[config.mk]
export PLATFORM = sky130hd
export DESIGN_NAME = mdio_master
export DESIGN_NICKNAME = d
export VERILOG_FILES = /design/src/rtl/mdio_pkg.sv /design/src/rtl/mdio_clk_div.sv /design/src/rtl/mdio_master.sv
export SDC_FILE = /design/constraint.sdc
export NUM_CORES = 1
export LEC_CHECK = 0
export BUFFER_PORTS_ARGS = -buffer_cell sky130_fd_sc_hd__clkbuf_2
export CAP_MARGIN = 0
export CORE_ASPECT_RATIO = 1.25
export CORE_MARGIN = 4
export CORE_UTILIZATION = 40
export DETAILED_ROUTE_END_ITERATION = 10
export PLACE_DENSITY = 0.61
export REMOVE_ABC_BUFFERS = 1
export SLEW_MARGIN = 20
export SYNTH_ARGS = -nofsm -noshare
export SYNTH_HDL_FRONTEND = slang
export SYNTH_SLANG_ARGS = --single-unit
[constraint.sdc]
create_clock -name clk -period 3.6 [get_ports clk]
set_input_delay 0.18 -clock clk [delete_from_list [all_inputs] [get_ports clk]]
set_output_delay 0.18 -clock clk [all_outputs]
set_load 0.005 [all_outputs]
[src/rtl/mdio_pkg.sv]
// rtl/mdio_pkg.sv - Clause-22 MDIO frame constants, state enum and frame builder.
package mdio_pkg;

    localparam logic [1:0] MDIO_OP_RD = 2'b10;
    localparam logic [1:0] MDIO_OP_WR = 2'b01;
    localparam logic [1:0] MDIO_ST    = 2'b01;
    localparam logic [1:0] MDIO_TA_WR = 2'b10;

    localparam int HDR_BITS  = 14;
    localparam int TA_BITS   = 2;
    localparam int DATA_BITS = 16;
    localparam int PRE_BITS  = 32;

    typedef enum logic [2:0] {
        ST_IDLE,
        ST_PRE,
        ST_HDR,
        ST_TA,
        ST_DATA,
        ST_END
    } mdio_state_e;

    // Reads leave TA and DATA as zeros: those bits are never driven (oe=0).
    function automatic logic [31:0] mdio_frame(input logic        rd,
                                               input logic [4:0]  phy,
                                               input logic [4:0]  regad,
                                               input logic [15:0] wdata);
        if (rd)
            return {MDIO_ST, MDIO_OP_RD, phy, regad, 2'b00, 16'h0000};
        else
            return {MDIO_ST, MDIO_OP_WR, phy, regad, MDIO_TA_WR, wdata};
    endfunction

endpackage

[src/rtl/mdio_clk_div.sv]
// rtl/mdio_clk_div.sv - Registered MDC divider; restarts from zero whenever run rises.
module mdio_clk_div #(
    parameter int CLK_DIV = 20
) (
    input  logic clk,
    input  logic rst,
    input  logic run,
    output logic mdc,
    output logic rise_tick,
    output logic fall_tick
);

    localparam int CW = $clog2(CLK_DIV) + 1;

    if (CLK_DIV < 2) begin : g_bad_div
        $error("mdio_clk_div: CLK_DIV must be >= 2");
    end

    logic [CW-1:0] cnt_q, cnt_d;
    logic          mdc_q, mdc_d;
    logic          wrap;

    assign wrap = run && (cnt_q == CW'(CLK_DIV - 1));

    always_comb begin
        cnt_d = '0;
        mdc_d = 1'b0;
        if (run) begin
            cnt_d = wrap ? '0 : cnt_q + CW'(1);
            mdc_d = mdc_q ^ wrap;
        end
    end

    always_ff @(posedge clk) begin
        if (rst) begin
            cnt_q <= '0;
            mdc_q <= 1'b0;
        end else begin
            cnt_q <= cnt_d;
            mdc_q <= mdc_d;
        end
    end

    assign mdc       = mdc_q;
    assign rise_tick = wrap && !mdc_q;
    assign fall_tick = wrap && mdc_q;

endmodule

[src/rtl/mdio_master.sv]
// rtl/mdio_master.sv - Clause-22 MDIO transaction engine (valid/ready command in, read data out).
// Optional MDIO_PREAMBLE_EN adds a 32-bit all-ones preamble before ST.
module mdio_master
    import mdio_pkg::*;
#(
    parameter int CLK_DIV = 20
) (
    input  logic        clk,
    input  logic        rst,
    input  logic        cmd_valid,
    output logic        cmd_ready,
    input  logic        cmd_op,
    input  logic [4:0]  cmd_phy,
    input  logic [4:0]  cmd_reg,
    input  logic [15:0] cmd_wdata,
    output logic        rsp_valid,
    output logic [15:0] rsp_rdata,
    output logic        busy,
    output logic        mdc,
    output logic        mdio_o,
    output logic        mdio_oe,
    input  logic        mdio_i
);

    mdio_state_e state_q, state_d;
    logic [5:0]  bit_cnt_q, bit_cnt_d;
    logic [31:0] tx_q, tx_d;
    logic [15:0] rx_q, rx_d;
    logic [15:0] rsp_rdata_q, rsp_rdata_d;
    logic        rd_q, rd_d;
    logic        mdio_o_q, mdio_o_d;
    logic        oe_q, oe_d;
    logic        rsp_valid_q, rsp_valid_d;
    logic        run, rise_tick, fall_tick;
    logic [31:0] frame;

    assign run   = (state_q != ST_IDLE);
    assign frame = mdio_frame(cmd_op, cmd_phy, cmd_reg, cmd_wdata);

    mdio_clk_div #(.CLK_DIV(CLK_DIV)) u_clk_div (
        .clk       (clk),
        .rst       (rst),
        .run       (run),
        .mdc       (mdc),
        .rise_tick (rise_tick),
        .fall_tick (fall_tick)
    );

    always_comb begin
        state_d     = state_q;
        bit_cnt_d   = bit_cnt_q;
        tx_d        = tx_q;
        rx_d        = rx_q;
        rsp_rdata_d = rsp_rdata_q;
        rd_d        = rd_q;
        mdio_o_d    = mdio_o_q;
        oe_d        = oe_q;
        rsp_valid_d = 1'b0;
        case (state_q)
            ST_IDLE: begin
                if (cmd_valid) begin
                    rd_d      = cmd_op;
                    bit_cnt_d = '0;
                    oe_d      = 1'b1;
`ifdef MDIO_PREAMBLE_EN
                    state_d   = ST_PRE;
                    mdio_o_d  = 1'b1;
                    tx_d      = frame;
`else
                    state_d   = ST_HDR;
                    mdio_o_d  = frame[31];
                    tx_d      = {frame[30:0], 1'b0};
`endif
                end
            end
`ifdef MDIO_PREAMBLE_EN
            ST_PRE: begin
                if (fall_tick) begin
                    bit_cnt_d = bit_cnt_q + 6'd1;
                    if (bit_cnt_q == 6'(PRE_BITS - 1)) begin
                        state_d   = ST_HDR;
                        bit_cnt_d = '0;
                        mdio_o_d  = tx_q[31];
                        tx_d      = {tx_q[30:0], 1'b0};
                    end
                end
            end
`endif
            ST_HDR: begin
                if (fall_tick) begin
                    mdio_o_d  = tx_q[31];
                    tx_d      = {tx_q[30:0], 1'b0};
                    bit_cnt_d = bit_cnt_q + 6'd1;
                    if (bit_cnt_q == 6'(HDR_BITS - 1)) begin
                        state_d   = ST_TA;
                        bit_cnt_d = '0;
                        oe_d      = !rd_q;
                    end
                end
            end
            ST_TA: begin
                if (fall_tick) begin
                    mdio_o_d  = tx_q[31];
                    tx_d      = {tx_q[30:0], 1'b0};
                    bit_cnt_d = bit_cnt_q + 6'd1;
                    if (bit_cnt_q == 6'(TA_BITS - 1)) begin
                        state_d   = ST_DATA;
                        bit_cnt_d = '0;
                    end
                end
            end
            ST_DATA: begin
                if (rise_tick && rd_q)
                    rx_d = {rx_q[14:0], mdio_i};
                if (fall_tick) begin
                    mdio_o_d  = tx_q[31];
                    tx_d      = {tx_q[30:0], 1'b0};
                    bit_cnt_d = bit_cnt_q + 6'd1;
                    if (bit_cnt_q == 6'(DATA_BITS - 1)) begin
                        state_d   = ST_END;
                        bit_cnt_d = '0;
                        oe_d      = 1'b0;
                        mdio_o_d  = 1'b0;
                    end
                end
            end
            ST_END: begin
                if (fall_tick) begin
                    state_d     = ST_IDLE;
                    rsp_valid_d = 1'b1;
                    if (rd_q)
                        rsp_rdata_d = rx_q;
                end
            end
            default: state_d = ST_IDLE;
        endcase
    end

    always_ff @(posedge clk) begin
        if (rst) begin
            state_q     <= ST_IDLE;
            bit_cnt_q   <= '0;
            tx_q        <= '0;
            rx_q        <= '0;
            rsp_rdata_q <= '0;
            rd_q        <= 1'b0;
            mdio_o_q    <= 1'b0;
            oe_q        <= 1'b0;
            rsp_valid_q <= 1'b0;
        end else begin
            state_q     <= state_d;
            bit_cnt_q   <= bit_cnt_d;
            tx_q        <= tx_d;
            rx_q        <= rx_d;
            rsp_rdata_q <= rsp_rdata_d;
            rd_q        <= rd_d;
            mdio_o_q    <= mdio_o_d;
            oe_q        <= oe_d;
            rsp_valid_q <= rsp_valid_d;
        end
    end

    assign cmd_ready = (state_q == ST_IDLE) && !rst;
    assign busy      = (state_q != ST_IDLE);
    assign rsp_valid = rsp_valid_q;
    assign rsp_rdata = rsp_rdata_q;
    assign mdio_o    = mdio_o_q;
    assign mdio_oe   = oe_q;

endmodule
==> flow_metrics.env, run 1 <==
export IMPL_cts_setup_buffers=0
export IMPL_postSynthAreaPerCell_um2=8.54
export IMPL_initial_core_util=0.412
export IMPL_yosys_top_cells_count="dfxtp_1, nand2_1, nor2_1"
export IMPL_die_h_um=114
export IMPL_grt_max_degree=64
export IMPL_cp_data_required_time_ns=3.86
export IMPL_drc=0
export IMPL_track_usage=0.145
export IMPL_vias=3005
export IMPL_max_vdd_ir_drop_v=0.000234
export IMPL_async_flop_share=0
export IMPL_crit_fanout=63
export IMPL_numClockSinks=83
export IMPL_fin_crit_sh=0.780
export IMPL_dp_hpwl_mm=4.93
export IMPL_firstDrtPassIters=4
export IMPL_drive_gt1_frac=0.178
export IMPL_period_minus_slack_ns=2.81
export IMPL_port_buffer_count=52
export IMPL_critical_path_class="reg2reg"
export IMPL_antenna_found_initial=0
export IMPL_path_clk_slew_ns=0.08
export IMPL_cts_root_buf="clkbuf_8"
export IMPL_ys_seq_elements=83
export IMPL_die_area_um2=10600
export IMPL_finClkSkew_ns=0.0117
export IMPL_gp_congestion=0.741
export IMPL_area_growth_pct=15.2
export IMPL_core_um2=8750
export IMPL_rows=38
export IMPL_worstMarginPinSlew_ns=0.720
export IMPL_power_leakage_nw=1.55
export IMPL_hp_class="in2reg"
export IMPL_worstSetupEndpointType="flop"
export IMPL_synth_most_common_cell="dfxtp_1"
export IMPL_synth_edf_count=0
export IMPL_synth_area_um2=3610
export IMPL_ys_types=45
export IMPL_yosys_warnings=0
export IMPL_drt_wl_total_mm=7.36
export IMPL_status="completed"
export IMPL_synth_flop_cell="dfxtp_1"
export IMPL_report_final_slew_viol_count=0
export IMPL_powerDensity_nw_per_um2=579
export IMPL_hold_violations=0
export IMPL_grt_pass1_wl_mm=12.5
export IMPL_cp_arrival_ns=3.06
export IMPL_setup_viol=0
export IMPL_wl_per_cell_um=12.6
export IMPL_timing_hold_ws_ns=0.0708
export IMPL_ys_seq_area_frac=0.461
export IMPL_io_pins=53
export IMPL_die_w_um=92.9
export IMPL_cp_start_kind="flop"
export IMPL_clock_fmax_ghz=0.356
export IMPL_tns_ns=0
export IMPL_overflow=0
export IMPL_num_nets_final=498
export IMPL_grt_pass1_vias=2792
export IMPL_synth_top_area_frac=0.461
export IMPL_cts_tree="done"
export IMPL_rsz0062_at_grt="no"
export IMPL_max_slew_margin=0.517
export IMPL_vias_per_cell=5.13
export IMPL_h_tree_depth=3
export IMPL_maxCapViolCount=0
export IMPL_drtIter0Drc=142
export IMPL_cts_resized=0
export IMPL_cts_made_buffers=9
export IMPL_ctsHoldBuffers=0
export IMPL_ys_top_cells_by_area="dfxtp_1, nand2_1, mux2i_1, a311oi_1, nor2_1"
export IMPL_syn_inst=422
export IMPL_synth_top_area_cell="dfxtp_1"
export IMPL_clockBufferDepth=2
export IMPL_ant_nets=0
export IMPL_antennaDiodeCount=0
export IMPL_clock_latency_ns=0.35
## layout make-up
| cell class | count | area (um2) |
|---|---|---|
| clock buffer | 11 | 141 |
| fill | 938 | 4590 |
| clock inverter | 4 | 51.3 |
| sequential | 83 | 1660 |
| timing repair buffer | 60 | 333 |
| tap | 120 | 150 |
| multi-input combinational | 304 | 1800 |
| inverter | 4 | 15.0 |
## logic make-up after synthesis
| kind of cell | synth area share |
|---|---|
| buffers and inverters | 0.0406 |
| AOI/OAI and AO/OA | 0.134 |
| adders and majority gates | 0.0173 |
| and+or+nand+nor | 0.269 |
| muxes | 0.0680 |
| xor gates and xnor gates | 0.00972 |
| DFF | 0.461 |
## stage by stage
stage	cells	power (mW)	setup WS, ns	util	cell area, um2
final	586	2.41	0.792	0.475	4150
after global routing	586	2.57	0.519	0.475	4150
after CTS	586	2.45	0.805	0.475	4150
after detailed placement	571	1.78	0.798	0.453	3960
after global placement	571	1.76	0.897	0.453	3960
after floorplan	391	1.57	0.341	-	3470
## layout by cell type, fill, tap and decap left out, types with 2 or more instances in the layout
cell,instances
a211oi_1,3
a21oi_1,22
a311oi_1,26
and3_1,4
and3b_1,2
buf_4,7
clkbuf_2,52
clkbuf_8,10
dfxtp_1,83
ha_1,5
inv_1,4
mux2i_1,23
nand2_1,82
nand2b_1,3
nand3_1,5
nand3b_1,17
nand4_1,2
nor2_1,59
nor2b_1,3
nor3_1,8
nor3b_1,5
nor4_1,4
o211ai_1,2
o21ai_0,3
or3_1,3
xnor2_1,2
xor2_1,2
## layer usage
layer  track usage  vias to the layer above  wire [um]
met2         0.245                       53       3550
met1         0.176                     1374       3390
met3        0.0224                       11        260
met5             0                        -          0
met4        0.0772                        0        156
li1              -                     1567          -
## final timing paths
check	startpoint	endpoint	slack (ns)	cells past startpoint
max	state_q[0]	bit_cnt_q[3]	0.79	8
min	cmd_reg[4]	tx_q[23]	0.07	3
max reg2reg	state_q[0]	bit_cnt_q[3]	0.79	8
min reg2reg	u_clk_div.cnt_q[0]	u_clk_div.cnt_q[0]	0.45	1
## power breakdown
part | internal, mW | leakage [nW] | switching [mW]
clock network | 0.336 | 0.0954 | 0.321
registers | 1.04 | 0.676 | 0.0884
logic | 0.250 | 0.783 | 0.367
## critical path, cell delays in order (launching register included)
cell and delay (ns):
dfxtp_1 0.44, nor3_1 0.65, nor2_1 0.16, ha_1 0.32
and3b_1 0.23, a221o_2 0.32, buf_12 0.19, mux2i_1 0.15
nor4_1 0.23
## registers in the layout, summed over array words and instances (netlist names)
register         flops
bit_cnt_q            6
mdio_o               1
mdio_oe              1
rd_q                 1
rsp_rdata           16
rsp_valid            1
rx_q                16
state_q              3
tx_q                31
u_clk_div.cnt_q      6
u_clk_div.mdc        1
Power figures use the tool's default switching activity.
==> run 2, diff against run 1 <==
==> constraint.sdc (replaced) <==
create_clock -name clk -period 2.7 [get_ports clk]
set_input_delay 0.135 -clock clk [delete_from_list [all_inputs] [get_ports clk]]
set_output_delay 0.135 -clock clk [all_outputs]
set_load 0.005 [all_outputs]
==> run 2 against run 1 <==
Net effect:
- worst hold slack worse by 0.045 ns
- global-route usage up 0.079 points
- register-to-register slack worse by 0.68 ns
- core utilization up 0.76 points
- sequential share of layout area down 0.63 points
- combinational power up 48%
- setup slack worse by 0.68 ns
- largest cell class unchanged
- via count about the same
- clock skew down 0.0022 ns
==> flow_metrics.env, run 2 (synthesized netlist as in run 1, its figures left out) <==
export IMPL_status="completed"
export IMPL_power_switching_mw=1.03
export IMPL_intPower_mw=2.14
export IMPL_die_h_um=114
export IMPL_hp_class="in2reg"
export IMPL_largest_register="tx_q"
export IMPL_firstDrtPassIters=4
export IMPL_h_tree_depth=3
export IMPL_cp_start_kind="flop"
export IMPL_rr_worst_depth=9
export IMPL_critical_path_class="reg2reg"
export IMPL_regToRegEndpoint="state_q[1]"
export IMPL_hold_depth=3
export IMPL_vias=3007
export IMPL_crit_cells=9
export IMPL_fin_crit_sh=0.960
export IMPL_largest_register_ffs=31
export IMPL_finClkSkew_ns=0.00942
export IMPL_tns_ns=0
export IMPL_gp_congestion=0.774
export IMPL_cts_tree="done"
export IMPL_clockBufferDepth=2
export IMPL_cp_num_buf_inv=0
export IMPL_die_w_um=92.9
export IMPL_worstMarginPinSlew_ns=0.672
export IMPL_initial_core_util=0.412
export IMPL_max_slew_margin=0.552
export IMPL_pwr_share_seq=0.467
export IMPL_drtIter0Drc=115
export IMPL_die_area_um2=10600
export IMPL_overflow=0
export IMPL_period_minus_slack_ns=2.59
export IMPL_swShare=0.325
export IMPL_critPathMaxStageDelay_ns=0.49
export IMPL_vias_per_cell=5.09
export IMPL_setup_slack_ns=0.109
export IMPL_cts_setup_buffers=0
export IMPL_cp_data_required_time_ns=2.94
export IMPL_drive_gt1_frac=0.195
export IMPL_crit_fanout=6
export IMPL_io_pins=53
export IMPL_num_nets_final=504
export IMPL_report_final_slew_viol_count=0
export IMPL_hold_violations=0
export IMPL_layout_commonest_cell="dfxtp_1"
export IMPL_wl_per_cell_um=12.4
export IMPL_antenna_found_initial=0
export IMPL_slowest_stage="or4_1"
export IMPL_ant_nets=0
export IMPL_reg2reg_from="u_clk_div.cnt_q[0]"
export IMPL_multi_input_area_um2=1840
export IMPL_final_cell_mix="dfxtp_1, nand2_1, nor2_1, clkbuf_2, a311oi_1"
export IMPL_rows=38
export IMPL_core_um2=8750
export IMPL_clock_latency_ns=0.35
export IMPL_cp_arrival_ns=2.83
export IMPL_drt_wl_total_mm=7.33
export IMPL_port_buffer_count=52
export IMPL_drc=0
export IMPL_clock_power_share=0.246
export IMPL_pre_cts_slack_ns=0.0101
export IMPL_regArea_um2=1660
export IMPL_worstSetupEndpointType="flop"
export IMPL_r2r_slack_ns=0.11
export IMPL_powerDensity_nw_per_um2=752
export IMPL_numClockSinks=83
export IMPL_grt_max_degree=38
export IMPL_grt_pass1_vias=2806
export IMPL_maxCapViolCount=0
export IMPL_max_vdd_ir_drop_v=0.000429
export IMPL_setup_viol=0
export IMPL_grt_pass1_wl_mm=12.7
export IMPL_dp_hpwl_mm=5.01
export IMPL_antennaDiodeCount=0
export IMPL_hp_start="cmd_reg[4]"
export IMPL_clock_fmax_ghz=0.386
export IMPL_track_usage=0.146
export IMPL_path_clk_slew_ns=0.08
export IMPL_cts_made_buffers=9
export IMPL_p_comb_frac=0.287
export IMPL_nFillCells=917
export IMPL_power_leakage_nw=1.57
export IMPL_timing_hold_ws_ns=0.0259
export IMPL_min_to="tx_q[23]"
export IMPL_area_growth_pct=17.0
export IMPL_crit_chain="ha_2 -> nand2_1 -> or4_1 -> nor2_4 -> ha_4 -> nor3b_1 -> or3_1 -> a211o_2 -> mux2_4"
export IMPL_cpLargestDelayFamily="simple AND/OR/NAND/NOR gates"
export IMPL_cts_root_buf="clkbuf_8"
export IMPL_finish_utilization=0.482
-- run 2: power groups by stage --
stage | logic, mW | clock network [mW] | registers [mW]
after floorplan | 0.582 | 0 | 1.51
after global placement | 0.896 | 0 | 1.50
after detailed placement | 0.908 | 0 | 1.51
after CTS | 0.911 | 0.809 | 1.48
after global routing | 1.02 | 0.872 | 1.51
final | 0.911 | 0.779 | 1.48
-- run 2: through the flow --
stage / instances / area (um2) / power (mW)
global placement: 577 / 4020 / 2.40
finish: 591 / 4220 / 3.17
floorplan: 391 / 3470 / 2.09
CTS: 591 / 4190 / 3.20
global route: 591 / 4220 / 3.40
detailed placement: 577 / 4020 / 2.42
-- run 2: per-layer routing --
metal | GRT usage | up-vias | wire [um]
met3 | 0.0342 | 10 | 356
met2 | 0.244 | 66 | 3470
li1 | - | 1567 | -
met5 | 0 | - | 0
met4 | 0.0596 | 0 | 118
met1 | 0.179 | 1364 | 3380
-- run 2: how the worst max path moves through the flow --
stage | slack (ns) | startpoint | endpoint
6_report | 0.11 | u_clk_div.cnt_q[0] | state_q[1]
5_1_grt | -0.01 | u_clk_div.cnt_q[0] | state_q[1]
4_1_cts | 0.03 | u_clk_div.cnt_q[0] | state_q[1]
3_5_place_dp | 0.01 | u_clk_div.cnt_q[0] | state_q[1]
2_1_floorplan | -0.56 | u_clk_div.cnt_q[0] | bit_cnt_q[3]
3_3_place_gp | 0.08 | u_clk_div.cnt_q[0] | state_q[1]
-- run 2: timing repair --
action	4_1_cts	5_1_grt
hold buffers	0	0
setup endpoints to repair	1	14
pin swaps	0	0
resized for setup	1	5
cloned	0	0
-- run 2: layout make-up --
| cell class | count | area share |
|---|---|---|
| Clock buffer | 12 | 0.0368 |
| Clock inverter | 2 | 0.00296 |
| Inverter | 4 | 0.00356 |
| Multi-Input combinational cell | 304 | 0.435 |
| Sequential cell | 83 | 0.394 |
| Tap cell | 120 | 0.0356 |
| Timing Repair Buffer | 66 | 0.0925 |
-- run 2: tightest hold or removal path, stage by stage --
cell and delay (ns):
clkbuf_2 0.08, nand2_1 0.04, a311oi_1 0.07
